## src/rtl/sdrc_cmd_sched.sv

```systemverilog
// SDRAM command scheduler: power-up init, periodic auto-refresh and a single
// closed-page read/write port (ACT then RD/WR with auto-precharge).
module sdrc_cmd_sched #(
  parameter int          INIT_WAIT    = 100,
  parameter int          TRP          = 2,
  parameter int          TRFC         = 7,
  parameter int          TMRD         = 2,
  parameter int          TRCD         = 2,
  parameter int          TRWP         = 6,
  parameter int          REF_INTERVAL = 780,
  parameter logic [12:0] MODE_REG     = 13'h033
) (
  input  logic        sdram_clk,
  input  logic        sdram_resetn,
  input  logic        req,
  input  logic        req_wr,
  input  logic [1:0]  req_ba,
  input  logic [12:0] req_row,
  input  logic [9:0]  req_col,
  output logic        req_ack,
  output logic        init_done,
  output logic        ref_busy,
  output logic        sdr_cs_n,
  output logic        sdr_ras_n,
  output logic        sdr_cas_n,
  output logic        sdr_we_n,
  output logic [1:0]  sdr_ba,
  output logic [12:0] sdr_addr
);

  localparam logic [3:0] CMD_NOP   = 4'b0111;
  localparam logic [3:0] CMD_ACT   = 4'b0011;
  localparam logic [3:0] CMD_READ  = 4'b0101;
  localparam logic [3:0] CMD_WRITE = 4'b0100;
  localparam logic [3:0] CMD_PRE   = 4'b0010;
  localparam logic [3:0] CMD_REF   = 4'b0001;
  localparam logic [3:0] CMD_MRS   = 4'b0000;

  // The wait counter is loaded with T-2: one edge leaves WAIT, the next issues.
  localparam logic [15:0] INIT_LAST = 16'(INIT_WAIT - 1);
  localparam logic [15:0] TRP_LD    = 16'(TRP - 2);
  localparam logic [15:0] TRFC_LD   = 16'(TRFC - 2);
  localparam logic [15:0] TMRD_LD   = 16'(TMRD - 2);
  localparam logic [15:0] TRCD_LD   = 16'(TRCD - 2);
  localparam logic [15:0] TRWP_LD   = 16'(TRWP - 2);
  localparam logic [15:0] REF_LAST  = 16'(REF_INTERVAL - 1);

  typedef enum logic [3:0] {
    S_INIT_WAIT, S_INIT_PRE, S_INIT_REF1, S_INIT_REF2, S_INIT_MRS,
    S_IDLE, S_RW, S_WAIT
  } state_t;

  state_t      state_r;
  state_t      ret_r;
  logic [15:0] cnt_r;
  logic [15:0] ref_cnt_r;
  logic        ref_pending_r;
  logic        init_done_r;
  logic        req_ack_r;
  logic        ref_busy_r;
  logic [3:0]  cmd_r;
  logic [1:0]  ba_r;
  logic [12:0] addr_r;
  logic        ref_issue_s;
  logic        timer_en_s;

  assign ref_issue_s = (state_r == S_IDLE) && init_done_r && ref_pending_r;
  // The timer starts on the same edge that raises init_done.
  assign timer_en_s  = init_done_r || (state_r == S_IDLE);

  assign {sdr_cs_n, sdr_ras_n, sdr_cas_n, sdr_we_n} = cmd_r;
  assign sdr_ba    = ba_r;
  assign sdr_addr  = addr_r;
  assign req_ack   = req_ack_r;
  assign init_done = init_done_r;
  assign ref_busy  = ref_busy_r;

  // Refresh interval timer and the single-deep pending flag.
  always_ff @(posedge sdram_clk or negedge sdram_resetn) begin
    if (!sdram_resetn) begin
      ref_cnt_r     <= 16'd0;
      ref_pending_r <= 1'b0;
    end else if (timer_en_s) begin
      if (ref_cnt_r == REF_LAST) begin
        ref_cnt_r     <= 16'd0;
        ref_pending_r <= 1'b1;
      end else begin
        ref_cnt_r <= ref_cnt_r + 16'd1;
        if (ref_issue_s) begin
          ref_pending_r <= 1'b0;
        end
      end
    end
  end

  // Command FSM: every command pin and status output is registered here.
  always_ff @(posedge sdram_clk or negedge sdram_resetn) begin
    if (!sdram_resetn) begin
      state_r     <= S_INIT_WAIT;
      ret_r       <= S_INIT_WAIT;
      cnt_r       <= 16'd0;
      init_done_r <= 1'b0;
      req_ack_r   <= 1'b0;
      ref_busy_r  <= 1'b0;
      cmd_r       <= CMD_NOP;
      ba_r        <= 2'd0;
      addr_r      <= 13'd0;
    end else begin
      cmd_r     <= CMD_NOP;
      req_ack_r <= 1'b0;
      case (state_r)
        S_INIT_WAIT: begin
          if (cnt_r == INIT_LAST) begin
            cnt_r   <= 16'd0;
            state_r <= S_INIT_PRE;
          end else begin
            cnt_r <= cnt_r + 16'd1;
          end
        end
        S_INIT_PRE: begin
          cmd_r   <= CMD_PRE;
          addr_r  <= 13'h0400;
          cnt_r   <= TRP_LD;
          ret_r   <= S_INIT_REF1;
          state_r <= S_WAIT;
        end
        S_INIT_REF1: begin
          cmd_r   <= CMD_REF;
          cnt_r   <= TRFC_LD;
          ret_r   <= S_INIT_REF2;
          state_r <= S_WAIT;
        end
        S_INIT_REF2: begin
          cmd_r   <= CMD_REF;
          cnt_r   <= TRFC_LD;
          ret_r   <= S_INIT_MRS;
          state_r <= S_WAIT;
        end
        S_INIT_MRS: begin
          cmd_r   <= CMD_MRS;
          ba_r    <= 2'd0;
          addr_r  <= MODE_REG;
          cnt_r   <= TMRD_LD;
          ret_r   <= S_IDLE;
          state_r <= S_WAIT;
        end
        S_IDLE: begin
          init_done_r <= 1'b1;
          ref_busy_r  <= 1'b0;
          // Requests are only considered once init_done is already visible.
          if (init_done_r) begin
            if (ref_pending_r) begin
              cmd_r      <= CMD_REF;
              ref_busy_r <= 1'b1;
              cnt_r      <= TRFC_LD;
              ret_r      <= S_IDLE;
              state_r    <= S_WAIT;
            end else if (req) begin
              cmd_r   <= CMD_ACT;
              ba_r    <= req_ba;
              addr_r  <= req_row;
              cnt_r   <= TRCD_LD;
              ret_r   <= S_RW;
              state_r <= S_WAIT;
            end
          end
        end
        S_RW: begin
          cmd_r     <= req_wr ? CMD_WRITE : CMD_READ;
          ba_r      <= req_ba;
          addr_r    <= {2'b00, 1'b1, req_col};
          req_ack_r <= 1'b1;
          cnt_r     <= TRWP_LD;
          ret_r     <= S_IDLE;
          state_r   <= S_WAIT;
        end
        S_WAIT: begin
          if (cnt_r == 16'd0) begin
            state_r <= ret_r;
          end else begin
            cnt_r <= cnt_r - 16'd1;
          end
        end
        default: begin
          state_r <= S_INIT_WAIT;
          cnt_r   <= 16'd0;
        end
      endcase
    end
  end

endmodule
```

## config.mk

```make
export PLATFORM = sky130hd
export DESIGN_NAME = sdrc_cmd_sched
export DESIGN_NICKNAME = d
export VERILOG_FILES = /design/src/rtl/sdrc_cmd_sched.sv
export SDC_FILE = /design/constraint.sdc
export NUM_CORES = 1
export LEC_CHECK = 0
export CORE_MARGIN = 3
export CORE_UTILIZATION = 40
export CTS_CLUSTER_SIZE = 25
export DETAILED_ROUTE_END_ITERATION = 8
export GPL_TIMING_DRIVEN = 0
export PLACE_DENSITY = 0.72
export SYNTH_ARGS = -nofsm -noshare
export SYNTH_HDL_FRONTEND = slang
export SYNTH_SLANG_ARGS = --single-unit
```

## constraint.sdc

```tcl
create_clock -name sdram_clk -period 5.62 [get_ports sdram_clk]
set_input_delay 1.124 -clock sdram_clk [delete_from_list [all_inputs] [get_ports sdram_clk]]
set_output_delay 1.124 -clock sdram_clk [all_outputs]
set_load 0.01 [all_outputs]
```

==> run_summary.xml <==
<?xml version="1.0" encoding="UTF-8"?>
<metrics>
  <group name="run_status">
    <metric name="status" unit="">completed</metric>
  </group>
  <group name="worst_setup_path">
    <metric name="worstSetupEndpointType" unit="">flop</metric>
    <metric name="worstPathArrival" unit="ps">3220</metric>
    <metric name="cp_slowest_cell" unit="">a21oi_1</metric>
    <metric name="reg2reg_depth" unit="">7</metric>
    <metric name="crit_path_max_incr_delay" unit="ps">720</metric>
    <metric name="cpMostUsedCell" unit="">clkbuf_1</metric>
    <metric name="worstPathMaxFanout" unit="">10</metric>
    <metric name="critPathLaunchType" unit="">flop</metric>
    <metric name="worst-r2r-setup-slack" unit="ps">2650</metric>
    <metric name="worstSetupPathType" unit="">flop to flop</metric>
    <metric name="launch_point_of_the_worst_reg_to_reg_path" unit="">state_r[0]$_DFFE_PN0P_</metric>
    <metric name="worstPathRequired" unit="ps">5870</metric>
    <metric name="cells_along_the_critical_path" unit="">clkbuf_1 -&gt; or3_1 -&gt; clkbuf_1 -&gt; a21oi_1 -&gt; clkbuf_1 -&gt; a21oi_1 -&gt; o22ai_1</metric>
    <metric name="reg2reg_to" unit="">cnt_r[15]$_DFFE_PN0P_</metric>
  </group>
  <group name="logic_synthesis">
    <metric name="yosys_register_bits" unit="">60</metric>
    <metric name="synth.most_common_cell" unit="">dfrtp_1</metric>
    <metric name="synth-warning-count" unit="">0</metric>
    <metric name="async_flop_share" unit="%">100</metric>
    <metric name="synth_top_area_share" unit="%">40.9</metric>
    <metric name="syn-instance-count" unit="">400</metric>
    <metric name="synth_commonest_cells" unit="">dfrtp_1, nand2_1, nor2_1</metric>
    <metric name="synth.yosys.seq_area_share" unit="%">43.2</metric>
    <metric name="post-synth-top-area-cell" unit="">dfrtp_1</metric>
    <metric name="synth_enable_flop_cells" unit="">0</metric>
    <metric name="synthesized_netlist_net_count" unit="">433</metric>
    <metric name="syn_area" unit="um^2">3480</metric>
    <metric name="synth_area_per_cell" unit="um^2">8.71</metric>
    <metric name="ys_dominant_reg_cell" unit="">dfrtp_1</metric>
    <metric name="netlist_top_cells_area" unit="">dfrtp_1, nand2_1, o21ai_0, a21oi_1, xnor2_1</metric>
    <metric name="post_synth_num_cell_types" unit="">62</metric>
  </group>
  <group name="placed_design">
    <metric name="placement.io_buffers" unit="">49</metric>
    <metric name="place.gp.congestion" unit="">0.881</metric>
    <metric name="hpwl" unit="um">6530</metric>
    <metric name="postPlaceCellArea" unit="um^2">4120</metric>
  </group>
  <group name="sta">
    <metric name="fin_hold_viols" unit="">0</metric>
    <metric name="slew-limit-headroom" unit="%">44.8</metric>
    <metric name="maxSlewViolCount" unit="">0</metric>
    <metric name="timing.setup.tns" unit="ps">0</metric>
    <metric name="tightestPinTransition" unit="ps">827</metric>
    <metric name="post-route-min-period" unit="ps">2970</metric>
    <metric name="finalCritPeriodShare" unit="%">52.9</metric>
    <metric name="fmax" unit="GHz">0.337</metric>
    <metric name="fin_skew" unit="ps">7.80</metric>
    <metric name="worst_hold_slack" unit="ps">479</metric>
    <metric name="setup_viol" unit="">0</metric>
    <metric name="rsz_0062_raised_after_global_routing" unit="">false</metric>
  </group>
  <group name="worst_hold_path">
    <metric name="worst_hold_path_type" unit="">flop to flop</metric>
    <metric name="worstHoldPathCells" unit="">2</metric>
    <metric name="worst_hold_path.endpoint" unit="">sdr_addr[3]$_DFFE_PN0P_</metric>
    <metric name="min-delay-start" unit="">sdr_addr[3]$_DFFE_PN0P_</metric>
  </group>
  <group name="route">
    <metric name="viasPerCell" unit="">5.86</metric>
    <metric name="drtIter0Drc" unit="">241</metric>
    <metric name="drt-total-wl" unit="um">9140</metric>
    <metric name="count_of_unresolved_drc_violations_after_routing" unit="">0</metric>
    <metric name="drtPass1Iterations" unit="">5</metric>
    <metric name="route.detailed.wl_per_inst" unit="um">16.0</metric>
    <metric name="route.antenna.remaining_nets" unit="">0</metric>
    <metric name="via_count" unit="">3342</metric>
  </group>
  <group name="layout">
    <metric name="antenna_diode_count" unit="">0</metric>
    <metric name="drive_gt1_share" unit="%">6.88</metric>
    <metric name="nFillCells" unit="">793</metric>
    <metric name="seqCellArea" unit="um^2">1510</metric>
    <metric name="nNetsFinal" unit="">494</metric>
    <metric name="multi_input_comb_area" unit="um^2">1810</metric>
    <metric name="area_growth_syn_to_layout" unit="%">23.7</metric>
    <metric name="postLayoutCellArea" unit="um^2">4310</metric>
  </group>
  <group name="global_route">
    <metric name="grt_pass1_vias" unit="">3212</metric>
    <metric name="maximum_number_of_pins_on_one_net_before_global_route_repair" unit="">42</metric>
    <metric name="wire_length_of_the_first_global_routing_pass" unit="um">15500</metric>
    <metric name="track_usage" unit="%">19.5</metric>
    <metric name="initial_antenna_violation_count" unit="">0</metric>
    <metric name="gr-total-overflow" unit="">0</metric>
  </group>
  <group name="power">
    <metric name="vdd_ir_drop_max" unit="mV">0.150</metric>
    <metric name="power_density" unit="nW/um^2">343</metric>
    <metric name="total_leakage_power" unit="uW">0.00176</metric>
    <metric name="power" unit="uW">1480</metric>
  </group>
  <group name="clock_tree">
    <metric name="cts_tree" unit="">done</metric>
    <metric name="clk_pin_slew" unit="ps">60</metric>
    <metric name="clk-insertion-delay-late" unit="ps">340</metric>
    <metric name="sinks_on_the_clock_net" unit="">60</metric>
    <metric name="cts_post_setup_buffers_inserted" unit="">0</metric>
    <metric name="ctsHoldBuffers" unit="">0</metric>
    <metric name="htree_levels" unit="">3</metric>
    <metric name="post_cts.resized_instances" unit="">0</metric>
    <metric name="clk_path_buf_depth" unit="">2</metric>
    <metric name="cts_root_buffer" unit="">clkbuf_8</metric>
    <metric name="number_of_clock_buffers_inserted_by_tritoncts" unit="">9</metric>
  </group>
  <group name="die">
    <metric name="die_h" unit="um">99.3</metric>
    <metric name="rows" unit="">33</metric>
    <metric name="die_w" unit="um">99.3</metric>
    <metric name="fp.coreArea" unit="um^2">8340</metric>
    <metric name="start_util" unit="%">41.8</metric>
    <metric name="die_area" unit="um^2">9870</metric>
    <metric name="design.portCount" unit="">51</metric>
  </group>
  <group name="job">
    <metric name="cap_viol_max_count" unit="">0</metric>
  </group>
</metrics>
layout by cell type (no fill, tap or decap), types with 7 or more instances in the layout:
| master | count |
|---|---|
| or3_1 | 9 |
| o22ai_1 | 9 |
| dfrtp_1 | 57 |
| o21ai_0 | 27 |
| nor2_1 | 30 |
| clkbuf_1 | 22 |
| inv_1 | 12 |
| nand2_1 | 49 |
| xnor2_1 | 14 |
| clkbuf_8 | 10 |
| nand3_1 | 18 |
| nor3_1 | 12 |
| a22oi_1 | 8 |
| clkdlybuf4s50_1 | 48 |
| nand4_1 | 7 |
| a21oi_1 | 26 |
worst max path at each step:
stage	startpoint	end	slack, ps	cells after the start
floorplan	cnt_r[9]$_DFFE_PN0P_	cnt_r[14]$_DFFE_PN0P_	3290	7
global placement	sdram_resetn	ref_cnt_r[7]$_DFFE_PN0P_	1540	1
detailed placement	req	sdr_addr[9]$_DFFE_PN0P_	2740	7
CTS	state_r[0]$_DFFE_PN0P_	cnt_r[15]$_DFFE_PN0P_	2740	7
global route	state_r[0]$_DFFE_PN0P_	cnt_r[15]$_DFFE_PN0P_	2540	7
finish	state_r[0]$_DFFE_PN0P_	cnt_r[15]$_DFFE_PN0P_	2650	7
critical path: cells and delay by family, from the launching register on:
| kind | cells | cell delay (ps) |
|---|---|---|
| AOI/OAI and AO/OA | 3 | 1070 |
| DFF | 1 | 380 |
| and+or+nand+nor | 1 | 420 |
| buffers and inverters | 3 | 1010 |
layer usage:
layer | GRT usage, % | wire length (um) | up-vias
met4 | 8.09 | 204 | 0
met5 | 0 | 0 | -
met1 | 25.4 | 4120 | 1618
li1 | - | - | 1587
met3 | 4.35 | 514 | 19
met2 | 31.5 | 4310 | 118
registers in the layout (all words and copies together) (netlist names):
| register | count |
|---|---|
| ret_r | 3 |
| cnt_r | 16 |
| ref_cnt_r | 16 |
| cmd_r | 3 |
| init_done | 1 |
| sdr_ba | 2 |
| state_r | 3 |
| ref_busy | 1 |
| sdr_addr | 13 |
| req_ack | 1 |
| ref_pending_r | 1 |
final cells by class:
type	instances	share of cell area [%]
clock buffers	10	3.19
repair buffers	50	11.7
well taps	105	3.05
clock inverters	5	1.22
plain buffers	28	2.93
inverters	12	1.04
flip-flops and latches	60	34.9
multi-input cells	300	41.9
cells by family after synthesis:
logic type | Yosys count | share of synthesized area, %
buffers and inverters | 40 | 4.92
AO/OA/AOI/OAI | 119 | 22.6
other | 1 | 0.108
adder cells (fa/ha/maj) | 4 | 1.44
AND/OR/NAND/NOR | 154 | 22.0
XOR/XNOR | 17 | 4.27
multiplexers | 5 | 1.47
flip-flops | 60 | 43.2
report_power, final:
part | switching (uW) | total, uW | internal (uW) | leakage [uW]
combinational | 280 | 510 | 230 | 0.000940
sequential | 68.0 | 588 | 520 | 0.000726
clock | 168 | 379 | 212 | 0.0000979
total | 516 | 1480 | 962 | 0.00176
metrics by stage:
| step | setup WS, ps | cells | utilization (%) |
|---|---|---|---|
| 2_1_floorplan | 3290 | 400 | - |
| 3_3_place_gp | 1540 | 554 | 49.2 |
| 3_5_place_dp | 2740 | 555 | 49.4 |
| 4_1_cts | 2740 | 570 | 51.7 |
| 5_1_grt | 2540 | 570 | 51.7 |
| 6_report | 2650 | 570 | 51.7 |
No activity file was read; power rests on OpenSTA's default activity.
